--- src/rtl/instr_fetch.sv ---
// Instruction fetch stage: owns the PC, reads instruction memory over req/ack
// and hands words to the CU over valid/ready. Optional timeout: FETCH_TIMEOUT_EN.
module instr_fetch #(
    parameter int                ADDR_W   = 8,
    parameter int                INSTR_W  = 16,
    parameter logic [ADDR_W-1:0] RESET_PC = '0,
    parameter int                TIMEOUT  = 15
) (
    input  logic               clk,
    input  logic               rst,
    input  logic               en,
    output logic               mem_req,
    output logic [ADDR_W-1:0]  mem_addr,
    input  logic               mem_ack,
    input  logic [INSTR_W-1:0] mem_rdata,
    input  logic               redirect,
    input  logic [ADDR_W-1:0]  redirect_pc,
    output logic [INSTR_W-1:0] instruction,
    output logic [ADDR_W-1:0]  PC,
    output logic               instr_valid,
    input  logic               instr_ready,
    output logic               fetch_fault
);

    typedef enum logic [1:0] {
        S_IDLE,
        S_REQ,
        S_HOLD
`ifdef FETCH_TIMEOUT_EN
        , S_FAULT
`endif
    } state_t;

    state_t             r_state;
    state_t             w_state_next;
    logic [ADDR_W-1:0]  r_fetch_pc;
    logic [ADDR_W-1:0]  w_fetch_pc_next;
    logic [ADDR_W-1:0]  r_mem_addr;
    logic [ADDR_W-1:0]  r_pc;
    logic [INSTR_W-1:0] r_instr;
    logic               r_flush;
    logic               w_flush_next;
    logic               w_capture;
    logic               w_timeout;

`ifdef FETCH_TIMEOUT_EN
    localparam int                  TIMER_W    = $clog2(TIMEOUT + 1);
    localparam logic [TIMER_W-1:0]  TIMER_LAST = TIMER_W'(TIMEOUT - 1);
    logic [TIMER_W-1:0] r_timer;
    logic               r_fault;

    always_ff @(posedge clk or posedge rst) begin
        if (rst) begin
            r_timer <= '0;
            r_fault <= 1'b0;
        end else begin
            if (r_state == S_REQ && !mem_ack)
                r_timer <= r_timer + 1'b1;
            else
                r_timer <= '0;
            if (w_timeout)
                r_fault <= 1'b1;
        end
    end

    assign w_timeout   = (r_state == S_REQ) && !mem_ack && (r_timer == TIMER_LAST);
    assign fetch_fault = r_fault;
`else
    assign w_timeout   = 1'b0;
    assign fetch_fault = 1'b0;
`endif

    // NOTE: every signal driven here gets a default first so no latch is inferred.
    always_comb begin
        w_state_next    = r_state;
        w_fetch_pc_next = redirect ? redirect_pc : r_fetch_pc;
        w_flush_next    = r_flush;
        w_capture       = 1'b0;
        case (r_state)
            S_IDLE: begin
                if (en)
                    w_state_next = S_REQ;
            end
            S_REQ: begin
                if (mem_ack) begin
                    w_flush_next = 1'b0;
                    if (r_flush || redirect) begin
                        w_state_next = en ? S_REQ : S_IDLE;
                    end else begin
                        w_capture       = 1'b1;
                        w_fetch_pc_next = r_fetch_pc + 1'b1;
                        w_state_next    = S_HOLD;
                    end
                end else begin
                    // The in-flight read must still complete; its word is dropped.
                    if (redirect)
                        w_flush_next = 1'b1;
`ifdef FETCH_TIMEOUT_EN
                    if (w_timeout) begin
                        w_state_next = S_FAULT;
                        w_flush_next = 1'b0;
                    end
`endif
                end
            end
            S_HOLD: begin
                if (instr_ready || redirect)
                    w_state_next = en ? S_REQ : S_IDLE;
            end
`ifdef FETCH_TIMEOUT_EN
            S_FAULT: begin
                w_fetch_pc_next = r_fetch_pc;
            end
`endif
            default: begin
                w_state_next = S_IDLE;
            end
        endcase
    end

    // NOTE: sequential state uses non-blocking assignments only.
    always_ff @(posedge clk or posedge rst) begin
        if (rst) begin
            r_state    <= S_IDLE;
            r_fetch_pc <= RESET_PC;
            r_mem_addr <= RESET_PC;
            r_pc       <= RESET_PC;
            r_instr    <= '0;
            r_flush    <= 1'b0;
        end else begin
            r_state    <= w_state_next;
            r_fetch_pc <= w_fetch_pc_next;
            r_flush    <= w_flush_next;
            // Address is frozen while a read is outstanding.
            if (r_state != S_REQ || mem_ack)
                r_mem_addr <= w_fetch_pc_next;
            if (w_capture) begin
                r_instr <= mem_rdata;
                r_pc    <= r_fetch_pc;
            end
        end
    end

    assign mem_req     = (r_state == S_REQ);
    assign mem_addr    = r_mem_addr;
    assign instr_valid = (r_state == S_HOLD);
    assign instruction = r_instr;
    assign PC          = r_pc;

endmodule

--- config.mk ---
export PLATFORM = sky130hd
export DESIGN_NAME = instr_fetch
export DESIGN_NICKNAME = d
export VERILOG_FILES = /design/src/rtl/instr_fetch.sv
export SDC_FILE = /design/constraint.sdc
export NUM_CORES = 1
export LEC_CHECK = 0
export BUFFER_PORTS_ARGS = -buffer_cell sky130_fd_sc_hd__buf_4
export CAP_MARGIN = 40
export CORE_AREA = 3 3 64 66
export DETAILED_ROUTE_END_ITERATION = 10
export DIE_AREA = 0 0 67 69
export PLACE_DENSITY = 0.84
export SETUP_SLACK_MARGIN = 0.02
export SLEW_MARGIN = 20
export SYNTH_ARGS = -nofsm -noshare
export SYNTH_HDL_FRONTEND = slang
export SYNTH_SLANG_ARGS = --single-unit
--- constraint.sdc ---
create_clock -name clk -period 2.87 [get_ports clk]
set_input_delay 0.574 -clock clk [delete_from_list [all_inputs] [get_ports clk]]
set_output_delay 0.574 -clock clk [all_outputs]
set_load 0.005 [all_outputs]
## Word-level counts from Yosys, hierarchy flattened

Cells that the tools add are included.

- Output and inout port bits: 35
- Register bits: 43
- Input port bits: 30
- Logic and storage cells: 35

- Reductions and logical operators: 7
- Muxes and demuxes: 15
- $add $sub $neg: 1
- Equal/unequal tests: 6

Operator list:

| kind | count |
|---|---|
| $mux 8 | 4 |
| $add 8x1->8 const B | 1 |
| $mux 2 | 4 |
| $mux 1 | 6 |
| $ne 2x1->1 const B | 3 |
| $pmux 2 s3 | 1 |
| $logic_or 1x1->1 | 3 |
| $reduce_and 3->1 | 1 |
| $eq 2x1->1 const B | 1 |
| $eq 2x2->1 const B | 1 |
| $logic_not 2->1 | 1 |
| $ne 2x2->1 const B | 1 |
| $reduce_and 2->1 | 1 |
| $reduce_bool 2->1 | 1 |

## Logic depth before layout (Yosys ltp)

- Depth in word-level cells: 4
- Gate-level depth with buffers: 6
- Mapped depth without buffers: 5

## Worst setup path before layout

OpenSTA, ideal clock, no wires.

- Path type: in2reg
- From: input mem_ack
- To: register r_instr[0] (netlist: instruction[0])
- Cell stages on the path: 5
- Path buffers: 2
- Library setup time: 125 ps
- Setup slack: 1,056 ps
- Data required time: 2,745 ps
- Arrival time: 1,690 ps
- Cells stage by stage: nand4bb_1 buf_2 nor2_1 buf_2 mux2_2

- Cells in the longest elaborated chain, start to end: 2

Ends and longest elaborated chain:

| what | line | source |
|---|---|---|
| start: declaration | 14 | `input logic mem_ack,` |
| $mux 1 | 85 | `if (mem_ack) begin` |
| $mux 1 | 79 | `case (r_state)` |
| end signal: assignment | 138 | `r_instr <= mem_rdata;` |
| end: declaration | 40 | `logic [INSTR_W-1:0] r_instr;` |

No other way between the ends.
A chain may end at the register's enable or synchronous reset.

## Final worst setup path

- From: register r_state[1]
- To: register r_mem_addr[7] (netlist: mem_addr[7])

- Cells in the longest elaborated chain, start to end: 2
- Elaborated cells on any way between the ends: 4
- Classes of those cells: eq/ne: 2; mux: 1; reduce/logical: 1

Ends and longest elaborated chain:

| what | line | source |
|---|---|---|
| start: declaration | 34 | `state_t r_state;` |
| start signal: assignment | 131 | `r_state <= w_state_next;` |
| $eq 2x1->1 | 79 |  |
| $mux 8 | 79 |  |
| named net w_fetch_pc_next[7] | 37 | `logic [ADDR_W-1:0] w_fetch_pc_next;` |
| end signal: assignment | 136 | `r_mem_addr <= w_fetch_pc_next;` |
| end: declaration | 38 | `logic [ADDR_W-1:0] r_mem_addr;` |

The timed path passes the listed nets, and every way through them passes these cells.

==> impl_metrics.yaml <==
global_route:
  grt_overflow_total: 0
  grt_pass1_vias: 1319
  grt_usage_pct: 16.78
  grt_max_degree: 44
  antenna_found_initial: 0
  grt_pass1_wl_um: 5892
timing:
  fin_crit_ps: 1917
  clock_skew_ps: 6.049
  finalSetupViolations: 0
  fmax_ghz: 0.5217
  drv_slew: 0
  finalHoldViolations: 0
  final.period_utilization_pct: 66.79
  slew_headroom_pct: 65.19
  setup-tns-final_ps: 0
  grt_setup_unrepaired: "false"
  max_slew.worst_pin.slew_ps: 522.2
clock_tree:
  clk_path_buf_depth: 2
  cts_tree: "done"
  clk_latency_ps: 290
  clock-sinks: 43
  clkTransAtPathRegs_ps: 80
  htree_levels: 2
  hold_buffers: 0
  post_cts_buffers: 0
  cts_root_buf: "clkbuf_8"
  cts_inserted_buffers: 5
  ctsResizeCount: 0
critical_path:
  rrSetupSlack_ps: 950
  r2r-end: "mem_addr[7]"
  cp_max_fo: 10
  worstPathArrival_ps: 2150
  crit_path_start_kind: "flip-flop"
  critical_path_class: "reg2reg"
  critPathRequiredTime_ps: 3110
  ff2ff_path_depth: 4
  worstReg2RegStart: "r_state[1]"
  endpoint_kind: "flip-flop"
final_layout:
  drive_gt1_share_pct: 49.76
  fin_cells: 257
  synthToLayoutAreaGrowth_pct: 33.04
  nNetsFinal: 239
  diodes: 0
place:
  place_congestion: 0.8457
  port_buffers: 63
  dp_cells: 249
  dp_hpwl_um: 2984
floorplanning:
  die_w_um: 67
  num_rows: 22
  start_util_pct: 50.14
  die-area_um2: 4623
  die_h_um: 69
  design.core.area_um2: 3633
  io_pins: 65
yosys:
  ys_ff_latch: 43
  synth_area_leaders: "dfrtp_1 (59%), mux2_2 (18%), a21oi_1 (2.2%)"
  yosys_warnings: 0
  synth_area_leader_cell: "dfrtp_1"
  synth_nets: 174
  syn_avg_cell_area_um2: 12.74
  ys_types: 34
  synth_top_area_share_pct: 59.07
  synth_cells: 143
  syn-cell-area_um2: 1822
  ys_seq_area_share_pct: 59.07
power:
  leakage_nw: 1.106
  ir_drop_v: 0.0003695
  powerDensity_nw_per_um2: 820.1
min_path:
  hp-class: "in2async"
detailed_routing:
  drt_pre_antenna_iters: 4
  wl_per_cell_um: 14.92
  drc: 0
  ant_nets: 0
  via_per_inst: 5.187
  dr.first_iter.drc_count: 73
  wl_um: 3834
  vias: 1333
run:
  cap_violations: 0
status:
  status: "completed"
metrics by stage:
step                      util (%)  total power [mW]  hold slack [ps]  area (µm²)  setup WS, ps
final                        66.70             1.988            421.8        2424         953.1
after global routing         66.70             2.111            467.7        2424         866.7
after CTS                    66.70             2.017            441.5        2424         970.5
after detailed placement     64.36             1.655            497.8        2338         803.3
after global placement       64.36             1.612            490.8        2338         871.8
after floorplan                  -             1.237            493.9        1822          1056
state kept, by name, indices dropped and copies added (netlist names):
name / cells
PC: 8
r_flush: 1
instruction: 16
mem_addr: 8
r_state: 2
r_fetch_pc: 8
worst max-delay path, stage by stage (launching register included):
cell and delay (ps):
dfrtp_1 430, nand4bb_1 440, or4_1 600, a31oi_1 220, mux2_2 180
cells in the mapped netlist:
| cell | instances |
|---|---|
| ha_1 | 1 |
| nand2_1 | 7 |
| buf_4 | 1 |
| and4bb_2 | 1 |
| o21a_1 | 2 |
| or4_1 | 1 |
| nand2b_1 | 2 |
| o31ai_1 | 2 |
| or3b_1 | 1 |
| nor2_1 | 6 |
| dfrtp_1 | 43 |
| mux2_2 | 29 |
| clkbuf_1 | 3 |
| a211o_1 | 1 |
| conb_1 | 1 |
| nor3_1 | 2 |
| o21ai_0 | 6 |
| or3b_2 | 1 |
| a21oi_1 | 8 |
| buf_2 | 3 |
| nor2b_1 | 3 |
| nand3_1 | 2 |
| xnor2_1 | 2 |
| nand4_1 | 2 |
| or3_1 | 1 |
| a22o_1 | 1 |
| nand4bb_1 | 1 |
| inv_1 | 3 |
| a31oi_1 | 2 |
| nor4b_1 | 1 |
| mux2i_1 | 1 |
| o311ai_0 | 1 |
| xor2_1 | 1 |
| nor4_1 | 1 |
kinds of logic (layout without fill, tap and decap cells):
kind of cell / after synthesis / count (layout) / synth area share [%]
DFF: 43 / 43 / 59.07
adders and majority gates: 1 / 1 / 0.6867
other: 1 / 1 / 0.2058
and+or+nand+nor: 32 / 32 / 10.03
xor gates and xnor gates: 3 / 3 / 1.443
buffers and inverters: 10 / 76 / 2.472
AOI/OAI and AO/OA: 23 / 23 / 7.623
muxes: 30 / 30 / 18.48
report_power, final:
part           leakage [nW]  switching [mW]  internal (mW)
Sequential            0.507           0.130          0.821
Clock                0.0412           0.192          0.170
Combinational         0.558           0.232          0.443
Total                  1.11           0.554           1.43
worst max path at each step:
stage,startpoint,to
final,r_state[1],mem_addr[7]
after global routing,r_state[1],mem_addr[7]
after CTS,r_state[1],mem_addr[7]
after detailed placement,mem_ack,mem_addr[7]
after global placement,mem_ack,mem_addr[7]
after floorplan,mem_ack,instruction[0]
cells in the final DEF, fill, tap and decap left out, types with 3 or more instances in the layout:
cell type | synthesis | final
clkbuf_8 | 0 | 5
nor2b_1 | 3 | 3
a21oi_1 | 8 | 8
dfrtp_1 | 43 | 43
inv_1 | 3 | 3
buf_4 | 1 | 65
nand2_1 | 7 | 7
mux2_2 | 29 | 29
o21ai_0 | 6 | 6
nor2_1 | 6 | 5
final cells by class:
| type | count | area [µm²] |
|---|---|---|
| clock buffer | 6 | 72.57 |
| clock inverter | 2 | 12.51 |
| fill | 298 | 1210 |
| inverter | 3 | 11.26 |
| multi-input combinational | 90 | 703.2 |
| sequential | 43 | 1076 |
| tap | 48 | 60.06 |
| timing repair buffer | 65 | 488.0 |
per-layer routing:
layer | vias to the layer above | part of all wire, % | wire (µm) | global-route usage, %
met1 | 647 | 39 | 1512 | 19.57
met5 | - | 0 | 0 | 0
met2 | 42 | 52 | 1976 | 28.93
met4 | 0 | 1.6 | 61 | 7.883
met3 | 5 | 7.4 | 284 | 3.094
li1 | 639 | - | - | -
(Power assumes the default switching activity.)
